**src/rtl/psram_arb_pkg.sv**
```systemverilog
// Shared definitions for the two-client PSRAM port arbiter.
package psram_arb_pkg;

    typedef enum logic [1:0] {
        ST_IDLE    = 2'd0,
        ST_WR_DONE = 2'd1,
        ST_RD_WAIT = 2'd2
    } arb_state_e;

    localparam logic CLI_A = 1'b0;
    localparam logic CLI_B = 1'b1;

    localparam logic [7:0] FORCED_RDATA = 8'hFF;

endpackage

```
**src/rtl/psram_arb_client_latch.sv**
```systemverilog
// Per-client pending-request latch: captures op/address/data on a request pulse while idle.
module psram_arb_client_latch
    import psram_arb_pkg::*;
(
    input  logic        clk,
    input  logic        n_reset,
    input  logic        rd_i,
    input  logic        wr_i,
    input  logic [21:0] address_i,
    input  logic [7:0]  wdata_i,
    input  logic        clear_i,
    output logic        busy_o,
    output logic        req_o,
    output logic        wr_o,
    output logic [21:0] address_o,
    output logic [7:0]  wdata_o
);

    logic        pend_q, pend_d;
    logic        wr_q, wr_d;
    logic [21:0] addr_q, addr_d;
    logic [7:0]  data_q, data_d;
    logic        capture;

    assign capture = (rd_i | wr_i) & ~pend_q;

    always_comb begin
        pend_d = pend_q;
        wr_d   = wr_q;
        addr_d = addr_q;
        data_d = data_q;
        if (capture) begin
            pend_d = 1'b1;
            wr_d   = wr_i;
            addr_d = address_i;
            data_d = wdata_i;
        end else if (clear_i) begin
            pend_d = 1'b0;
        end
    end

    always_ff @(posedge clk or negedge n_reset) begin
        if (!n_reset) begin
            pend_q <= 1'b0;
            wr_q   <= 1'b0;
            addr_q <= '0;
            data_q <= '0;
        end else begin
            pend_q <= pend_d;
            wr_q   <= wr_d;
            addr_q <= addr_d;
            data_q <= data_d;
        end
    end

    // The request being captured this cycle is visible to the arbiter at once,
    // so an idle port can issue in the same cycle busy rises.
    assign busy_o    = pend_q;
    assign req_o     = pend_q | capture;
    assign wr_o      = pend_q ? wr_q   : wr_i;
    assign address_o = pend_q ? addr_q : address_i;
    assign wdata_o   = pend_q ? data_q : wdata_i;

endmodule

```
**src/rtl/psram_port_arbiter.sv**
```systemverilog
// Round-robin arbiter issuing byte reads/writes from two clients to one PSRAM wrapper channel.
module psram_port_arbiter
    import psram_arb_pkg::*;
#(
    parameter int unsigned TIMEOUT = 63
) (
    input  logic        clk,
    input  logic        n_reset,
    input  logic        a_rd,
    input  logic        a_wr,
    input  logic [21:0] a_address,
    input  logic [7:0]  a_wdata,
    output logic        a_busy,
    output logic [7:0]  a_rdata,
    output logic        a_rdata_en,
    input  logic        b_rd,
    input  logic        b_wr,
    input  logic [21:0] b_address,
    input  logic [7:0]  b_wdata,
    output logic        b_busy,
    output logic [7:0]  b_rdata,
    output logic        b_rdata_en,
    output logic        p_rd,
    output logic        p_wr,
    output logic [21:0] p_address,
    output logic [7:0]  p_wdata,
    input  logic        p_busy,
    input  logic [7:0]  p_rdata,
    input  logic        p_rdata_en,
    output logic        timeout_err
);

    localparam logic [7:0] TMO_LIMIT = 8'(TIMEOUT);

    logic        req_a, req_b, wr_a, wr_b, clr_a, clr_b;
    logic [21:0] addr_a, addr_b;
    logic [7:0]  data_a, data_b;

    psram_arb_client_latch u_latch_a (
        .clk(clk), .n_reset(n_reset), .rd_i(a_rd), .wr_i(a_wr),
        .address_i(a_address), .wdata_i(a_wdata), .clear_i(clr_a),
        .busy_o(a_busy), .req_o(req_a), .wr_o(wr_a),
        .address_o(addr_a), .wdata_o(data_a)
    );

    psram_arb_client_latch u_latch_b (
        .clk(clk), .n_reset(n_reset), .rd_i(b_rd), .wr_i(b_wr),
        .address_i(b_address), .wdata_i(b_wdata), .clear_i(clr_b),
        .busy_o(b_busy), .req_o(req_b), .wr_o(wr_b),
        .address_o(addr_b), .wdata_o(data_b)
    );

    arb_state_e  state_q, state_d;
    logic        last_q, last_d, owner_q, owner_d;
    logic [7:0]  cnt_q, cnt_d;
    logic        p_rd_q, p_rd_d, p_wr_q, p_wr_d;
    logic [21:0] p_addr_q, p_addr_d;
    logic [7:0]  p_wdata_q, p_wdata_d;
    logic [7:0]  a_rdata_q, a_rdata_d, b_rdata_q, b_rdata_d;
    logic        a_en_q, a_en_d, b_en_q, b_en_d, tmo_q, tmo_d;
    logic        sel, done;
    logic [7:0]  done_data;

    always_comb begin
        state_d   = state_q;
        last_d    = last_q;
        owner_d   = owner_q;
        cnt_d     = cnt_q;
        p_rd_d    = 1'b0;
        p_wr_d    = 1'b0;
        p_addr_d  = p_addr_q;
        p_wdata_d = p_wdata_q;
        a_rdata_d = a_rdata_q;
        b_rdata_d = b_rdata_q;
        a_en_d    = 1'b0;
        b_en_d    = 1'b0;
        tmo_d     = 1'b0;
        clr_a     = 1'b0;
        clr_b     = 1'b0;
        done      = 1'b0;
        done_data = p_rdata;
        sel       = (req_a && req_b) ? ~last_q : (req_a ? CLI_A : CLI_B);

        unique case (state_q)
            ST_IDLE: begin
                if (!p_busy && (req_a || req_b)) begin
                    owner_d   = sel;
                    last_d    = sel;
                    p_addr_d  = (sel == CLI_A) ? addr_a : addr_b;
                    p_wdata_d = (sel == CLI_A) ? data_a : data_b;
                    cnt_d     = '0;
                    if ((sel == CLI_A) ? wr_a : wr_b) begin
                        p_wr_d  = 1'b1;
                        state_d = ST_WR_DONE;
                    end else begin
                        p_rd_d  = 1'b1;
                        state_d = ST_RD_WAIT;
                    end
                end
            end
            ST_WR_DONE: begin
                clr_a   = (owner_q == CLI_A);
                clr_b   = (owner_q == CLI_B);
                state_d = ST_IDLE;
            end
            ST_RD_WAIT: begin
                // cnt_q == 0 is the p_rd cycle, where p_rdata_en may still be stale.
                if (cnt_q != '0 && p_rdata_en) begin
                    done = 1'b1;
                end else if (cnt_q == TMO_LIMIT) begin
                    done      = 1'b1;
                    done_data = FORCED_RDATA;
                    tmo_d     = 1'b1;
                end else begin
                    cnt_d = cnt_q + 8'd1;
                end
                if (done) begin
                    state_d = ST_IDLE;
                    if (owner_q == CLI_A) begin
                        a_rdata_d = done_data;
                        a_en_d    = 1'b1;
                        clr_a     = 1'b1;
                    end else begin
                        b_rdata_d = done_data;
                        b_en_d    = 1'b1;
                        clr_b     = 1'b1;
                    end
                end
            end
            default: state_d = ST_IDLE;
        endcase
    end

    always_ff @(posedge clk or negedge n_reset) begin
        if (!n_reset) begin
            state_q   <= ST_IDLE;
            last_q    <= CLI_B;
            owner_q   <= CLI_A;
            cnt_q     <= '0;
            p_rd_q    <= 1'b0;
            p_wr_q    <= 1'b0;
            p_addr_q  <= '0;
            p_wdata_q <= '0;
            a_rdata_q <= '0;
            b_rdata_q <= '0;
            a_en_q    <= 1'b0;
            b_en_q    <= 1'b0;
            tmo_q     <= 1'b0;
        end else begin
            state_q   <= state_d;
            last_q    <= last_d;
            owner_q   <= owner_d;
            cnt_q     <= cnt_d;
            p_rd_q    <= p_rd_d;
            p_wr_q    <= p_wr_d;
            p_addr_q  <= p_addr_d;
            p_wdata_q <= p_wdata_d;
            a_rdata_q <= a_rdata_d;
            b_rdata_q <= b_rdata_d;
            a_en_q    <= a_en_d;
            b_en_q    <= b_en_d;
            tmo_q     <= tmo_d;
        end
    end

    assign p_rd        = p_rd_q;
    assign p_wr        = p_wr_q;
    assign p_address   = p_addr_q;
    assign p_wdata     = p_wdata_q;
    assign a_rdata     = a_rdata_q;
    assign b_rdata     = b_rdata_q;
    assign a_rdata_en  = a_en_q;
    assign b_rdata_en  = b_en_q;
    assign timeout_err = tmo_q;

endmodule

```
**config.mk**
```make
export PLATFORM = sky130hd
export DESIGN_NAME = psram_port_arbiter
export DESIGN_NICKNAME = d
export VERILOG_FILES = /design/src/rtl/psram_arb_pkg.sv /design/src/rtl/psram_arb_client_latch.sv /design/src/rtl/psram_port_arbiter.sv
export SDC_FILE = /design/constraint.sdc
export NUM_CORES = 1
export LEC_CHECK = 0
export ABC_AREA = 0
export BUFFER_PORTS_ARGS = -buffer_cell sky130_fd_sc_hd__buf_4
export CAP_MARGIN = 20
export CORE_ASPECT_RATIO = 1.5
export CORE_MARGIN = 10
export CORE_UTILIZATION = 59
export CTS_CLUSTER_DIAMETER = 80
export DETAILED_ROUTE_END_ITERATION = 10
export GPL_TIMING_DRIVEN = 0
export PLACE_DENSITY = 0.86
export RECOVER_POWER = 100
export SYNTH_ARGS = -nofsm -noshare
export SYNTH_HDL_FRONTEND = slang
export SYNTH_SLANG_ARGS = --single-unit
```
**constraint.sdc**
```tcl
create_clock -name clk -period 5.05 [get_ports clk]
set_input_delay 0.7575 -clock clk [delete_from_list [all_inputs] [get_ports clk]]
set_output_delay 0.7575 -clock clk [all_outputs]
set_load 0.02 [all_outputs]
```
==> metrics.txt <==
Syn Nets 617; FF+latch count, synth between 100 and 150; Die Y 142.9 um; Max Clk Rate 379.2 MHz; Worst-Margin Slew between 2 and 2.5 ns; Mean Syn Cell Area 11.08 um^2; internal power 3.017 mW; initial core utilization 60.93%; Post-synth ARST share 100.0%; VDD IR max between 0.4 and 0.5 mV; Final Hold Vio Count 0; TNS Setup 0 ns; drt pass-1 iters 5; Cell Rows 44; placed cells 780; top_reg_cell synth dfrtp_1; fill count 667; Max Cap Viol 1; DP Area 7073 um^2; vias in the first global route 5210; Min Hold Slack 0.4768 ns; grt ovf 0; total routed wirelength 15900 um; hold buffer count at CTS 0; Seq pwr share 36.6%; Reg2Reg Depth 7; hold depth 2; cts repair resizes 0; Crit Reg-Reg Endpoint p_address[6]$_DFFE_PN0P_; slowest CP cell nor3_1; reg2reg setup slack 2.41 ns; crit path kind reg2reg; crit-path cells clkbuf_1 > nor3_1 > a21o_1 > clkbuf_1 > clkbuf_1 > nand2_1 > o21ai_0; Slew headroom -35.63%; post-route cell area 7436 um^2; DR vias/cell 5.805; failing checks capacitance limit, slew limit; Hold Path Sink b_rdata[6]$_DFFE_PN0P_; Area Growth Syn to Fin 25.25%; Ports 129; Total Power between 4 and 5 mW; number of enable flip-flop cells after synthesis 0; Antenna Cells 0; Yosys cell types 40; Pleak approximately 3.6 nW; Avg WL per Cell 19.61 um; clock latency on the worst-skew pair 0.41 ns; Slew Viols, Final 36; IO Port Bufs between 100 and 150; RD Place Congestion 0.8905; first-pass GRT wire length 25600 um; Crit path largest cell delay between 0.5 and 0.6 ns; share of cells above drive strength 1 28.45%; Crit path arrival time 2.95 ns; Clock Sinks ~130; Starting DRT DRC Count 232; power density over cell area 640.6 nW/um^2; H-tree depth 4; Cells after Synth 536; largest net degree at the start of global routing 93; die area 14560 um^2; via count 4708; worst r2r src u_latch_a.busy_o$_DFFE_PN0P_; Post-DRT Antenna Nets 0; Post-layout nets 765; Crit Path Max Fanout 10; unrepaired setup endpoints after global routing no; Finished Layout Cells 811; fin crit share between 50 and 60%; critical path endpoint category flop; Yosys warnings 0; Inserted Clock Buffers 17; CTS tree yes; sequential-to-total area share from yosys stat 53.55%; Required @ worst endpoint 5.36 ns; clock network power share 25.5%; Net Sw Power 1.746 mW; Combinational Power Share 37.9%; Core ar. 9744 um^2; Sw Ratio a little over a third; worst hold path class reg2reg; DP HPWL around 12000 um; Reg clk slew, reported paths 0.05 ns; CP Launch Type flop; DRC viols 0; mapped cell area between 5000 and 6000 um^2; Die Width 101.9 um; Total GRT Usage between 20% and 30%; Hold Startpoint b_rdata[6]$_DFFE_PN0P_; most frequent CP cell clkbuf_1; setup violators final 0; Setup Skew slightly below 0.006 ns; initial antenna violation count 0; maximum clock path buffer count 2; Setup Buffers After CTS 0; min Tclk post-route 2.637 ns; status finished, violations left; CTS root buf clkbuf_16
[power groups by stage]
| stage | clock network (mW) | logic, mW | registers (mW) |
|---|---|---|---|
| global placement | 0 | 1.87 | 1.71 |
| detailed placement | 0 | 1.96 | 1.74 |
| global route | 1.27 | 2.00 | 1.79 |
| CTS | 1.22 | 1.99 | 1.74 |
| floorplan | 0 | 1.06 | 1.91 |
| finish | 1.21 | 1.81 | 1.74 |
[metal layers]
layer / up-vias / part of all wire, % / GRT usage [%]
li1: 2182 / - / -
met1: 2380 / 39 / 23.73
met2: 126 / 55 / 40.75
met3: 20 / 5.1 / 5.411
met4: 0 / 1.4 / 9.314
met5: - / 0 / 0
[per-stage QoR]
| step | utilization [%] | setup slack (ns) |
|---|---|---|
| floorplan | - | 3.031 |
| global placement | 72.27 | 2.459 |
| detailed placement | 72.59 | 2.346 |
| CTS | 78.62 | 2.634 |
| global route | 76.31 | 2.161 |
| finish | 76.31 | 2.413 |
[synth_stat cells, drive strengths merged (3+ instances only)]
| cell | instances | area, um^2 |
|---|---|---|
| a21oi | 18 | 90.09 |
| o21bai | 3 | 22.52 |
| mux2i | 31 | 310.3 |
| clkbuf | 16 | 60.06 |
| ha | 5 | 62.56 |
| inv | 12 | 45.04 |
| o31ai | 4 | 30.03 |
| buf | 16 | 73.82 |
| or4 | 3 | 22.52 |
| nand2 | 73 | 274.0 |
| dfrtp | 126 | 3153 |
| nand2b | 5 | 31.28 |
| o21ai | 76 | 380.4 |
| mux2 | 90 | 1013 |
| nor3 | 6 | 35.03 |
| nor2 | 24 | 90.09 |
| nand3 | 4 | 20.02 |
[logic make-up (layout without fill, tap and decap cells)]
kind of cell,Yosys count,after routing,synth area share (%)
fa+ha+maj,5,5,1.054
flops,127,127,53.55
simple gates,125,125,9.336
buf+inv,44,204,3.014
mux,121,121,22.30
compound gates,114,114,10.75
[worst max-delay path by stage]
stage / startpoint / endpoint / slack [ns] / cells after the start
after floorplan: a_wr / cnt_q[2]$_DFFE_PN0P_ / 3.03 / 6
after global placement: a_wr / p_address[12]$_DFFE_PN0P_ / 2.46 / 7
after detailed placement: a_wr / p_address[6]$_DFFE_PN0P_ / 2.35 / 7
after CTS: u_latch_a.busy_o$_DFFE_PN0P_ / p_address[6]$_DFFE_PN0P_ / 2.63 / 7
after global routing: u_latch_a.busy_o$_DFFE_PN0P_ / p_address[14]$_DFFE_PN0P_ / 2.16 / 7
final: u_latch_a.busy_o$_DFFE_PN0P_ / p_address[6]$_DFFE_PN0P_ / 2.41 / 7
[flip-flops by register name, summed over array words and instances, names as in the netlist, 2 cells and up]
signal,count
a_rdata,8
b_rdata,8
cnt_q,8
p_address,22
p_wdata,8
state_q,2
u_latch_a.addr_q,22
u_latch_a.data_q,8
u_latch_b.addr_q,22
u_latch_b.data_q,8
[layout make-up]
class                      instances  area [um^2]  share of cell area [%]
buffer                            32        127.6                   1.716
clock buffer                      20        446.7                   6.007
clock inverter                    11        141.4                   1.901
inverter                          12        45.04                  0.6058
multi-input combinational        365         2566                   34.51
sequential                       127         3179                   42.76
tap                              115        143.9                   1.935
timing repair buffer             129        785.8                   10.57
[worst max-delay path, delay by kind of cell, from the launching register on]
kind                   cells  cell delay (ns)
buffers and inverters      3             1.11
AND/OR/NAND/NOR            2             0.64
flip-flops                 1             0.38
AO/OA/AOI/OAI              2             0.40
[placed cells by master (no fill, tap or decap), types with 3 or more instances in the layout]
cell type | synthesis | final
clkbuf_1 | 16 | 85
inv_1 | 12 | 12
clkinv_2 | 0 | 4
o21ai_0 | 75 | 76
nand2b_1 | 5 | 5
buf_4 | 0 | 74
dfrtp_1 | 126 | 126
nor2_1 | 24 | 24
nand2_1 | 73 | 73
mux2i_1 | 31 | 31
nand3_1 | 4 | 4
clkbuf_16 | 0 | 17
o21bai_1 | 3 | 3
a21oi_1 | 18 | 18
clkinvlp_4 | 0 | 3
o31ai_1 | 4 | 4
nor3_1 | 5 | 5
ha_1 | 5 | 5
or4_1 | 3 | 3
bufinv_16 | 0 | 3
mux2_2 | 90 | 89
No activity file was read; power rests on OpenSTA's default activity.
